==> config.mk <==
export PLATFORM = sky130hd
export DESIGN_NAME = lcd_sequencer_flat
export DESIGN_NICKNAME = d
export VERILOG_FILES = /design/src/rtl/lcd_sequencer_if.sv /design/src/rtl/lcd_sequencer.sv /design/src/flat_wrapper.sv
export SDC_FILE = /design/constraint.sdc
export NUM_CORES = 1
export LEC_CHECK = 0
export CORE_ASPECT_RATIO = 0.9
export CORE_UTILIZATION = 57
export CTS_BUF_LIST = sky130_fd_sc_hd__clkbuf_8
export DETAILED_ROUTE_END_ITERATION = 8
export GPL_TIMING_DRIVEN = 0
export PLACE_DENSITY = 0.76
export SLEW_MARGIN = 20
export SYNTH_ARGS = -nofsm -noshare
export SYNTH_HDL_FRONTEND = slang
export SYNTH_SLANG_ARGS = --single-unit
export TNS_END_PERCENT = 50
==> constraint.sdc <==
create_clock -name clk -period 2.6 [get_ports clk]
set_input_delay 0.52 -clock clk [delete_from_list [all_inputs] [get_ports clk]]
set_output_delay 0.52 -clock clk [all_outputs]
set_load 0.03 [all_outputs]
==> src/rtl/lcd_sequencer_if.sv <==
// Strobe/done handshake between lcd_sequencer (master) and lcd_controller (slave).
interface lcd_sequencer_if;
   logic       ctl_rs;
   logic [7:0] ctl_data;
   logic       ctl_strobe;
   logic       ctl_done;

   modport master (output ctl_rs, ctl_data, ctl_strobe, input ctl_done);
   modport slave  (input ctl_rs, ctl_data, ctl_strobe, output ctl_done);
endinterface

==> src/rtl/lcd_sequencer.sv <==
// HD44780 power-on/init sequencer plus {rs, byte} command FIFO in front of lcd_controller.
// Optional done watchdog enabled by defining LCD_SEQ_TIMEOUT_EN.
module lcd_sequencer #(
   parameter int unsigned PWR_WAIT_CYC   = 750000,
   parameter int unsigned SHORT_WAIT_CYC = 2000,
   parameter int unsigned LONG_WAIT_CYC  = 82000,
   parameter int unsigned FIFO_DEPTH     = 16,
   parameter int unsigned TIMEOUT_CYC    = 1000000
) (
   input  logic            clk,
   input  logic            rst,
   input  logic            wr_en,
   input  logic            wr_rs,
   input  logic [7:0]      wr_data,
   output logic            full,
   output logic            overflow,
   output logic            init_done,
   output logic            busy,
   output logic            timeout_err,
   lcd_sequencer_if.master ctl
);
   localparam int unsigned MAX_A   = (PWR_WAIT_CYC > LONG_WAIT_CYC) ? PWR_WAIT_CYC : LONG_WAIT_CYC;
   localparam int unsigned MAX_B   = (SHORT_WAIT_CYC > TIMEOUT_CYC) ? SHORT_WAIT_CYC : TIMEOUT_CYC;
   localparam int unsigned CNT_MAX = (MAX_A > MAX_B) ? MAX_A : MAX_B;
   localparam int          CW      = $clog2(CNT_MAX + 1);
   localparam int          AW      = $clog2(FIFO_DEPTH);

   typedef enum logic [2:0] {PWR_WAIT, ISSUE, WAIT_DONE, DELAY, IDLE} state_t;

   state_t        state, state_nxt;
   logic [CW-1:0] cnt;
   logic [1:0]    idx;
   logic          src_fifo;
   logic [7:0]    init_cmd;

   logic [8:0]    mem [FIFO_DEPTH];
   logic [AW-1:0] wr_ptr, rd_ptr;
   logic [AW:0]   count;
   logic [8:0]    head;
   logic          empty, push, pop;

   logic done_seen, to_hit, is_long, more_init, step_done;
   logic issue, load_delay, advance_init, end_init;

   assign head      = mem[rd_ptr];
   assign empty     = (count == '0);
   assign full      = (count == (AW+1)'(FIFO_DEPTH));
   assign push      = wr_en && !full;
   // Strobe is high exactly in the first WAIT_DONE cycle, so it masks a stale done level.
   assign done_seen = ctl.ctl_done && !ctl.ctl_strobe;
   assign is_long   = !ctl.ctl_rs && (ctl.ctl_data inside {8'h01, 8'h02, 8'h03});
   assign more_init = !src_fifo && (idx != 2'd3);
   assign step_done = ((state == DELAY) && (cnt == '0)) || to_hit;

   always_comb begin
      // NOTE: default first so every path assigns init_cmd and no latch is inferred.
      init_cmd = 8'h28;
      unique case (idx)
         2'd0: init_cmd = 8'h28;
         2'd1: init_cmd = 8'h06;
         2'd2: init_cmd = 8'h0C;
         2'd3: init_cmd = 8'h01;
      endcase
   end

   always_ff @(posedge clk) begin
      // NOTE: non-blocking assignment for all sequential state avoids read/write ordering races.
      if (rst) state <= PWR_WAIT;
      else     state <= state_nxt;
   end

   always_comb begin
      state_nxt = state;
      unique case (state)
         PWR_WAIT:  if (cnt == CW'(PWR_WAIT_CYC - 1)) state_nxt = ISSUE;
         ISSUE:     state_nxt = WAIT_DONE;
         WAIT_DONE: if (done_seen)   state_nxt = DELAY;
                    else if (to_hit) state_nxt = more_init ? ISSUE : IDLE;
         DELAY:     if (cnt == '0)   state_nxt = more_init ? ISSUE : IDLE;
         IDLE:      if (!empty)      state_nxt = ISSUE;
         default:   state_nxt = PWR_WAIT;
      endcase
   end

   always_comb begin
      busy         = (state != IDLE);
      issue        = (state == ISSUE);
      pop          = issue && src_fifo;
      load_delay   = (state == WAIT_DONE) && done_seen;
      advance_init = step_done && more_init;
      end_init     = step_done && !src_fifo && (idx == 2'd3);
   end

   always_ff @(posedge clk) begin
      if (rst) begin
         cnt            <= '0;
         idx            <= '0;
         src_fifo       <= 1'b0;
         init_done      <= 1'b0;
         ctl.ctl_rs     <= 1'b0;
         ctl.ctl_data   <= '0;
         ctl.ctl_strobe <= 1'b0;
      end else begin
         ctl.ctl_strobe <= issue;
         if (issue) begin
            ctl.ctl_rs   <= src_fifo ? head[8] : 1'b0;
            ctl.ctl_data <= src_fifo ? head[7:0] : init_cmd;
         end
         // DELAY lasts exactly N cycles: load N-1, leave on 0.
         if (state == PWR_WAIT)
            cnt <= cnt + CW'(1);
         else if (load_delay)
            cnt <= is_long ? CW'(LONG_WAIT_CYC - 1) : CW'(SHORT_WAIT_CYC - 1);
         else if ((state == DELAY) && (cnt != '0))
            cnt <= cnt - CW'(1);
         if (advance_init) idx <= idx + 2'd1;
         if (end_init) begin
            init_done <= 1'b1;
            src_fifo  <= 1'b1;
         end
      end
   end

`ifdef LCD_SEQ_TIMEOUT_EN
   logic [CW-1:0] to_cnt;

   assign to_hit = (state == WAIT_DONE) && !done_seen && (to_cnt == CW'(TIMEOUT_CYC - 1));

   always_ff @(posedge clk) begin
      if (rst) begin
         to_cnt      <= '0;
         timeout_err <= 1'b0;
      end else begin
         if (issue)                   to_cnt <= '0;
         else if (state == WAIT_DONE) to_cnt <= to_cnt + CW'(1);
         if (to_hit) timeout_err <= 1'b1;
      end
   end
`else
   assign to_hit      = 1'b0;
   assign timeout_err = 1'b0;
`endif

   // NOTE: the storage array has no reset; count defines validity, so stale words are never read.
   always_ff @(posedge clk) begin
      if (push) mem[wr_ptr] <= {wr_rs, wr_data};
   end

   always_ff @(posedge clk) begin
      if (rst) begin
         wr_ptr   <= '0;
         rd_ptr   <= '0;
         count    <= '0;
         overflow <= 1'b0;
      end else begin
         if (push) wr_ptr <= wr_ptr + AW'(1);
         if (pop)  rd_ptr <= rd_ptr + AW'(1);
         if (push && !pop)      count <= count + (AW+1)'(1);
         else if (pop && !push) count <= count - (AW+1)'(1);
         if (wr_en && full) overflow <= 1'b1;
      end
   end
endmodule

==> src/flat_wrapper.sv <==
// flat-port wrapper written by rule: the top's interface ports become plain ports
module lcd_sequencer_flat 
#(
   parameter int unsigned PWR_WAIT_CYC   = 750000,
   parameter int unsigned SHORT_WAIT_CYC = 2000,
   parameter int unsigned LONG_WAIT_CYC  = 82000,
   parameter int unsigned FIFO_DEPTH     = 16,
   parameter int unsigned TIMEOUT_CYC    = 1000000
)
  (clk, rst, wr_en, wr_rs, wr_data, full, overflow, init_done, busy, timeout_err, ctl_ctl_rs, ctl_ctl_data, ctl_ctl_strobe, ctl_ctl_done);
  lcd_sequencer_if ctl_i ();
  input  logic clk;
  input  logic rst;
  input  logic wr_en;
  input  logic wr_rs;
  input  logic [7:0] wr_data;
  output logic full;
  output logic overflow;
  output logic init_done;
  output logic busy;
  output logic timeout_err;
  output wire logic [$bits(ctl_i.ctl_rs)-1:0] ctl_ctl_rs;
  output wire logic [$bits(ctl_i.ctl_data)-1:0] ctl_ctl_data;
  output wire logic [$bits(ctl_i.ctl_strobe)-1:0] ctl_ctl_strobe;
  input wire logic [$bits(ctl_i.ctl_done)-1:0] ctl_ctl_done;
  assign ctl_ctl_rs = ctl_i.ctl_rs;
  assign ctl_ctl_data = ctl_i.ctl_data;
  assign ctl_ctl_strobe = ctl_i.ctl_strobe;
  assign ctl_i.ctl_done = ctl_ctl_done;
  lcd_sequencer #(.PWR_WAIT_CYC(PWR_WAIT_CYC), .SHORT_WAIT_CYC(SHORT_WAIT_CYC), .LONG_WAIT_CYC(LONG_WAIT_CYC), .FIFO_DEPTH(FIFO_DEPTH), .TIMEOUT_CYC(TIMEOUT_CYC)) u_core (.clk(clk), .rst(rst), .wr_en(wr_en), .wr_rs(wr_rs), .wr_data(wr_data), .full(full), .overflow(overflow), .init_done(init_done), .busy(busy), .timeout_err(timeout_err), .ctl(ctl_i));
endmodule
==> flow_summary.yaml, run 1 <==
route:
  post-route-drc-count: 0
  drt_iter0_markers: 564
  vias_per_cell: 6.33
  wl_microns: 20000
  ant_nets: 0
  wl_per_cell_microns: 22.1
  first_pass_iters: 5
  num_vias: 5732
setup_path:
  critPathLaunchType: "flop"
  worstSetupStartpoint: "u_core.cnt[13]"
  path_class: "flop to flop"
  max_stage_delay_ns: 0.55
  crit_chain: "buf_4 -> or4_4 -> or4_4 -> o21ba_1 -> buf_6 -> nand2b_4 -> buf_6 -> a21oi_1 -> a311oi_2"
  r2r_start: "u_core.cnt[13]"
  cp_max_fo: 10
  cp_data_arrival_time_ns: 2.90
  endpoint_kind: "flop"
  crit_slowest_cell: "or4_4"
  required_ns: 2.92
timing:
  rsz0062_at_grt: "yes"
  setup_viol: 0
  max-slew-margin-rel_pct: 25.2
  setup_slack_ns: 0.0220
  fin_crit_ns: 2.58
  tns_ns: 0
  clock_skew_ns: 0.0169
  hold_viol_final: 0
  whs_ns: 0.482
  worst_pin_slew_ns: 1.12
  timing.fmax_mhz: 388
  finalMaxSlewViolations: 0
  finalCritPeriodShare_pct: 99.2
finish:
  ff_latch_area_sq_mm: 0.00542
  postLayoutCoreUtil_pct: 66.8
  multi_input_area_sq_mm: 0.00318
  drive_above_1_share_pct: 19.8
  nNetsFinal: 724
  diodes: 0
  nFillCells: 1067
  syn2layout_area_growth_pct: 13.8
worst_hold_path:
  worstHoldStart: "u_core.state[2]"
  hp-class: "flop to flop"
synth:
  synth_most_common_cell: "edfxtp_1"
  synthArstFlopShare_pct: 0
  synthesis.area_sq_mm: 0.00870
  yosysWarnings: 0
  synthTopCellsByArea: "edfxtp_1, dfxtp_1, mux4_2, ha_1, nor2_1"
  synth-edff-count: 144
  synth_top_area_cell: "edfxtp_1"
  synth_commonest_cells: "edfxtp_1, dfxtp_1, nor2_1, mux4_2, nand2_1"
  synth-seq-cells: 198
  ys_seq_area_share_pct: 62.1
  syn_nets: 668
  synthFlopType: "edfxtp_1"
  syn_inst: 638
  avgSynthCellArea_sq_um: 13.6
  synth_cell_types: 57
  yosysTopAreaCellShare_pct: 49.7
floorplan:
  io_pins: 28
  core_area_sq_mm: 0.0148
  rows: 42
  start_util_pct: 58.7
  die_h_microns: 119
  die_w_microns: 132
  die_area_sq_mm: 0.0158
status:
  status: "finished clean"
clock_network:
  tritoncts: "built"
  root_buffer: "clkbuf_8"
  numCtsBuffers: 17
  htreeDepth: 4
  clock_sinks: 198
  clock_path_buffers: 2
  path_clk_slew_ns: 0.11
  clk_latency_ns: 0.46
pwr:
  power.leakage_nw: 3.20
  peakVddDrop_mv: 0.496
  p_per_area_mw_per_mm2: 701
placement:
  gp_congestion: 0.975
  pre_cts_ws_ns: -0.426
  dp_hpwl_microns: 13300
  port_buffers: 25
global_route:
  gr-usage-all-layers_pct: 26.7
  grt_pass1_wl_microns: 30900
  overflow: 0
  grt_start_max_net_pins: 18
  grt_pass1_vias: 5681
  grt_antenna_before_repair: 0
flow_run:
  cap_viol_max_count: 0
==> path summary, 6_finish.rpt <==
kind / to / slack, ns / cells past startpoint
max: u_core.cnt[14] / 0.02 / 9
min: u_core.state[1] / 0.48 / 1
max reg2reg: u_core.cnt[14] / 0.02 / 9
min reg2reg: u_core.state[1] / 0.48 / 1
==> worst max-delay path, delay by kind of cell (launching register included) <==
kind	cells	cell delay, ns
and+or+nand+nor	3	1.20
buffers and inverters	3	0.50
AOI/OAI and AO/OA	3	0.44
DFF	1	0.31
==> cells by family (layout without fill, tap and decap cells) <==
| group | Yosys count | after routing | synth area share [%] |
|---|---|---|---|
| multiplexers | 50 | 50 | 12.1 |
| flip-flops | 198 | 198 | 62.1 |
| XOR/XNOR | 18 | 18 | 1.81 |
| buffers and inverters | 60 | 129 | 2.98 |
| adder cells (fa/ha/maj) | 17 | 17 | 2.53 |
| other | 1 | 1 | 0.0431 |
| AND/OR/NAND/NOR | 192 | 192 | 11.2 |
| AO/OA/AOI/OAI | 102 | 102 | 7.27 |
==> repair_timing <==
| item | CTS | global route |
|---|---|---|
| endpoints found under the setup margin | 25 | 28 |
| hold buffers | 0 | 0 |
| cloned | 1 | 0 |
| buffers inserted | 5 | 6 |
| endpoints found under the hold margin | 0 | 0 |
| pin swaps | 5 | 8 |
| resized for setup | 23 | 30 |
==> stage by stage <==
stage	instances	power, mW	instance area [sq um]
3_5_place_dp	866	4.86	9310
2_1_floorplan	638	4.50	8740
6_report	905	6.94	9900
4_1_cts	901	6.84	9810
3_3_place_gp	861	4.81	9230
5_1_grt	905	7.21	9900
==> placed cells by master, fill, tap and decap left out, types with 4 or more instances in the layout <==
| cell type | synthesis | routed |
|---|---|---|
| clkdlybuf4s50_1 | 0 | 24 |
| nand2b_1 | 6 | 6 |
| a21oi_1 | 36 | 34 |
| dfxtp_1 | 54 | 48 |
| nand3_1 | 19 | 19 |
| or3_1 | 4 | 4 |
| and4_1 | 5 | 5 |
| and3_1 | 7 | 6 |
| xor2_1 | 12 | 12 |
| nor2_1 | 52 | 50 |
| a211oi_1 | 8 | 8 |
| clkbuf_1 | 32 | 25 |
| edfxtp_1 | 144 | 144 |
| inv_1 | 15 | 13 |
| nand4_1 | 10 | 10 |
| mux4_2 | 44 | 44 |
| buf_4 | 2 | 16 |
| nor3_1 | 23 | 18 |
| nor4_1 | 9 | 7 |
| ha_1 | 16 | 14 |
| nor3_2 | 0 | 5 |
| xnor2_1 | 6 | 6 |
| mux2i_1 | 6 | 6 |
| buf_6 | 3 | 5 |
| o22ai_1 | 4 | 4 |
| clkbuf_8 | 0 | 17 |
| nand2_1 | 37 | 36 |
| dfxtp_2 | 0 | 4 |
| o21ai_0 | 24 | 24 |
==> area by class of cell <==
type,instances,share of cell area (%)
Sequential cell,198,54.7
Multi-Input combinational cell,380,32.1
Timing Repair Buffer,42,4.12
Tap cell,198,2.50
Clock buffer,17,2.36
Buffer,40,2.05
Clock inverter,15,1.54
Inverter,15,0.594
==> state kept, by name (all words and copies together), names as in the netlist, 2 cells and up, named ones only <==
register	count
u_core.ctl.ctl_data	8
u_core.mem	144
u_core.state	3
u_core.rd_ptr	4
u_core.wr_ptr	4
u_core.count	5
u_core.idx	2
u_core.cnt	20
==> report_power, final <==
part           internal (mW)  total (mW)  switching (mW)
Clock                  0.859        1.94            1.08
Sequential              3.53        3.63           0.106
Combinational          0.567        1.37           0.804
Total                   4.95        6.94            1.99
==> layer usage <==
layer  vias up  global-route usage, %  share of wire, %
met5         -                      0                 0
met4         0                   10.4               1.9
met3        37                   6.56               7.4
met2       233                   42.3                48
met1      2904                   36.0                43
li1       2558                      -                 -
No activity file was read; power rests on OpenSTA's default activity.
==> run 2, diff against run 1 <==
- CORE_MARGIN: default -> 2
- GPL_TIMING_DRIVEN: 0 -> default
==> run 2 against run 1 <==
Net effect: combinational power shrank 4%; non-clock buffer count grew 13; critical path depth increased by 3; clock skew about the same; sequential share of layout area shrank 0.71 points; final area grew 1.2%; final cell count up 1.4%; fmax grew 5.1%; total power up 0.62%; via count down 1.4%.
==> flow_summary.yaml, run 2 (synthesis gave the netlist of run 1 again) <==
setup_path:
  critPathLaunchType: "flop"
  required_ns: 2.97
  r2r_cells: 12
  worstSetupStartpoint: "u_core.count[3]"
  r2r_start: "u_core.count[3]"
  endpoint_kind: "flop"
  cp_max_fo: 3
  path_class: "flop to flop"
  cp_data_arrival_time_ns: 2.82
pwr:
  p_sw_mw: 1.92
  p_clk_share_pct: 28.9
  p_int_mw: 5.07
  peakVddDrop_mv: 0.600
  p_per_area_mw_per_mm2: 697
  power.leakage_nw: 3.37
  power.share.switching_pct: 27.5
  power_frac_seq_pct: 52.3
  power_mw: 6.99
  combPwrFrac_pct: 18.7
floorplan:
  die_h_microns: 121
  core_area_sq_mm: 0.0148
  die_area_sq_mm: 0.0163
  die_w_microns: 134
  rows: 42
  io_pins: 28
  start_util_pct: 58.7
global_route:
  grt_antenna_before_repair: 0
  met2_usage_pct: 40.8
  overflow: 0
  grt_pass1_wl_microns: 30000
  grt_use_met1_pct: 33.3
  gr-usage-all-layers_pct: 24.8
  busiest_layer: "met2"
  grtUsageMet3_pct: 5.81
  grt_pass1_vias: 5628
  grt_start_max_net_pins: 32
worst_hold_path:
  worstHoldStart: "u_core.ctl.ctl_data[6]"
  hp-class: "flop to flop"
  hold_depth: 2
finish:
  syn2layout_area_growth_pct: 15.1
  largest-register: "u_core.mem"
  layout_common_cells: "edfxtp_1, buf_4, nor2_1"
  largest_register_ffs: 144
  diodes: 0
  fin_area_sq_mm: 0.0100
  layout.cells.non_filler: 918
  postLayoutCoreUtil_pct: 67.6
  drive_above_1_share_pct: 22.4
  layout_commonest_cell: "edfxtp_1"
  top_regs: "u_core.mem: 144 flops, u_core.cnt: 20 flops, u_core.ctl.ctl_data: 8 flops"
  nNetsFinal: 737
route:
  drt_iter0_markers: 587
  wl_microns: 19000
  wl_per_cell_microns: 20.7
  ant_nets: 0
  post-route-drc-count: 0
  vias_per_cell: 6.16
  first_pass_iters: 5
  num_vias: 5653
clock_network:
  clk_latency_ns: 0.46
  clock_sinks: 198
  path_clk_slew_ns: 0.10
  numCtsBuffers: 17
  root_buffer: "clkbuf_8"
  clock_path_buffers: 2
  htreeDepth: 4
  tritoncts: "built"
status:
  status: "finished clean"
timing:
  tns_ns: 0
  clock_skew_ns: 0.0165
  max-slew-margin-rel_pct: 60.0
  timing.fmax_mhz: 408
  setup_slack_ns: 0.147
  fin_crit_ns: 2.45
  worst_pin_slew_ns: 0.596
  finalMaxSlewViolations: 0
  setup_viol: 0
  finalCritPeriodShare_pct: 94.4
  hold_viol_final: 0
  whs_ns: 0.497
placement:
  gp_congestion: 0.910
  port_buffers: 26
  place_area_sq_mm: 0.00958
  pre_cts_ws_ns: -0.237
  dp_hpwl_microns: 13000
  dp.cells: 884
flow_run:
  cap_viol_max_count: 0
[run 2: critical path, cell delays in order, from the launching register on]
cell and delay [ns]:
dfxtp_2 0.35, nor4_4 0.33, and2_4 0.21, nor2b_2 0.06, ha_4 0.16, inv_2 0.05, ha_1 0.22, nor2b_2 0.16
o21a_1 0.17, or3_1 0.32, a21oi_2 0.16, xnor2_1 0.13, nor2_1 0.05
[run 2: cell type report]
cell class	count	area [sq um]
Tap cell	198	248
Inverter	15	56.3
Clock buffer	17	234
Multi-Input combinational cell	380	3080
Sequential cell	198	5410
Fill cell	1035	4800
Timing Repair Buffer	95	810
Clock inverter	15	178
[run 2: metal layers]
layer  vias up  share of wire (%)
met5         -                  0
met4         0                1.2
met3        20                7.2
met2       245                 49
met1      2804                 43
li1       2584                  -
[run 2: path summary, 6_finish.rpt]
kind / to / slack [ns]
worst max-delay path: u_core.count[4] / 0.15
worst min-delay path: u_core.ctl.ctl_data[6] / 0.50
worst max register to register: u_core.count[4] / 0.15
worst min register to register: u_core.ctl.ctl_data[6] / 0.50
[run 2: timing repair]
item / in CTS / in global routing
setup buffers: 0 / 2
hold buffers: 0 / 0
endpoints found under the hold margin: 0 / 0
setup endpoints to repair: 1 / 3
resized for setup: 1 / 7
pin swaps: 0 / 2
[run 2: power by group through the flow]
stage	clock network, mW	logic, mW	registers, mW
CTS	2.05	1.28	3.64
global placement	0	1.22	3.70
finish	2.02	1.31	3.66
global route	2.15	1.45	3.67
detailed placement	0	1.27	3.71
floorplan	0	0.826	3.67
==> run 3, diff against run 2 <==
- GPL_TIMING_DRIVEN: default -> 0
==> run 3 against run 2 <==
Net effect: final cell count decreased by 1.2%; critical path depth unchanged; die area unchanged; via count increased by 3.1%; sequential share of layout area increased by 0.73 points; setup slack got worse by 0.12 ns; first-iteration DRC count increased by 40%; final area decreased by 1.2%; clock skew increased by 0.0019 ns; largest cell class unchanged; largest power group unchanged.
==> flow_summary.yaml, run 3 (synthesis gave the netlist of run 1 again) <==
clock_network:
  root_buffer: "clkbuf_8"
  clk_latency_ns: 0.49
  cts_hold_buffers: 0
  clock_path_buffers: 2
  tritoncts: "built"
  numCtsBuffers: 17
  path_clk_slew_ns: 0.12
  htreeDepth: 4
  clock_sinks: 198
timing:
  fin_crit_ns: 2.57
  clock_skew_ns: 0.0184
  finalCritPeriodShare_pct: 98.8
  timing.fmax_mhz: 389
  rsz0062_at_grt: "yes"
  whs_ns: 0.445
  hold_viol_final: 0
  worst_pin_slew_ns: 1.07
  finalMaxSlewViolations: 0
  setup_viol: 0
  max-slew-margin-rel_pct: 28.3
global_route:
  grt_pass1_vias: 5414
  grt_pass1_wl_microns: 30300
  overflow: 0
  busiest_layer: "met2"
  grt_start_max_net_pins: 20
  met2_usage_pct: 39.3
  grt_use_met1_pct: 35.8
  grtUsageMet3_pct: 5.01
  grt_antenna_before_repair: 0
  gr-usage-all-layers_pct: 25.3
placement:
  port_buffers: 25
  gp_congestion: 0.883
  place_area_sq_mm: 0.00930
  dp_hpwl_microns: 13200
  dp.cells: 866
route:
  drt_iter0_markers: 822
  first_pass_iters: 6
  post-route-drc-count: 0
  wl_microns: 19800
  num_vias: 5829
  ant_nets: 0
  vias_per_cell: 6.43
  wl_per_cell_microns: 21.8
pwr:
  p_per_area_mw_per_mm2: 703
  peakVddDrop_mv: 0.491
  power.leakage_nw: 3.23
floorplan:
  die_h_microns: 121
  core_area_sq_mm: 0.0148
  io_pins: 28
  start_util_pct: 58.7
  rows: 42
  die_w_microns: 134
  die_area_sq_mm: 0.0163
finish:
  largest_register_ffs: 144
  drive_above_1_share_pct: 20.2
  multi_input_area_sq_mm: 0.00317
  fin_area_sq_mm: 0.00990
  nNetsFinal: 726
  ff_latch_area_sq_mm: 0.00542
  diodes: 0
  syn2layout_area_growth_pct: 13.7
  top_regs: "u_core.mem: 144 flops, u_core.cnt: 20 flops, u_core.ctl.ctl_data: 8 flops"
  largest-register: "u_core.mem"
  layout.cells.non_filler: 907
  layout_commonest_cell: "edfxtp_1"
  nFillCells: 1046
  layout_common_cells: "edfxtp_1, dfxtp_1, nor2_1"
setup_path:
  cp_data_arrival_time_ns: 2.92
  endpoint_kind: "flop"
  required_ns: 2.95
  r2r_end: "u_core.count[4]"
  r2r_slack_ns: 0.03
  r2r_cells: 12
  crit_path_end: "u_core.count[4]"
  worstSetupStartpoint: "u_core.count[3]"
  path_class: "flop to flop"
  cp_max_fo: 4
  r2r_start: "u_core.count[3]"
  critPathLaunchType: "flop"
worst_hold_path:
  worstHoldStart: "rst"
  hp-class: "input pin to flop"
  hold_depth: 2
flow_run:
  cap_viol_max_count: 0
status:
  status: "finished clean"
==> run 3: changes by cell type in the layout (fill, tap and decap cells not counted), moves of 5 or more <==
cell,before,now
buf_4,66,17
clkbuf_1,0,26
buf_2,1,6
nor2_1,52,47
==> run 3: worst min-delay path by stage <==
stage / to
6_report: u_core.cnt[17]
2_1_floorplan: flop
3_3_place_gp: u_core.overflow
3_5_place_dp: u_core.overflow
4_1_cts: u_core.cnt[17]
5_1_grt: u_core.cnt[17]
==> run 3: power breakdown <==
part / internal, mW / switching (mW)
Clock: 0.799 / 1.18
Sequential: 3.52 / 0.107
Combinational: 0.559 / 0.795
Total: 4.88 / 2.08
==> run 3: routing by layer <==
| metal | up-vias | share of wire (%) |
|---|---|---|
| met4 | 0 | 2.5 |
| li1 | 2568 | - |
| met3 | 50 | 7.8 |
| met5 | - | 0 |
| met1 | 2876 | 41 |
| met2 | 335 | 48 |
==> run 3: critical path, stage by stage (launching register included) <==
cell and delay (ns):
dfxtp_2 0.36, nor4_4 0.32, and2_4 0.22, nor2b_4 0.05
ha_4 0.17, inv_2 0.07, ha_1 0.24, nor2b_1 0.16
o21a_1 0.19, or3_1 0.33, a21oi_2 0.15, xnor2_1 0.14
nor2_1 0.05
==> run 3: stage by stage <==
stage	power, mW	TNS, ns	setup WS [ns]	util [%]
finish	6.96	0	0.0299	66.8
global route	7.23	-0.0709	-0.0671	66.8
CTS	6.82	-0.162	-0.162	65.8
detailed placement	4.86	-27.16	-0.434	62.8
global placement	4.80	-39.51	-0.691	62.3
floorplan	4.50	0	0.0175	-
==> run 3: layout make-up <==
type	count	area share [%]
multi-input combinational	380	32.1
tap	198	2.50
clock inverter	15	1.61
buffer	39	1.88
inverter	15	0.569
sequential	198	54.7
clock buffer	17	2.36
timing repair buffer	45	4.27
==> run 3: timing repair <==
item / CTS / global route
gates cloned: 0 / 1
hold endpoints to repair: 0 / 0
pin swaps: 3 / 8
setup endpoints to repair: 25 / 25
setup buffers: 1 / 13
gates resized for setup: 15 / 27
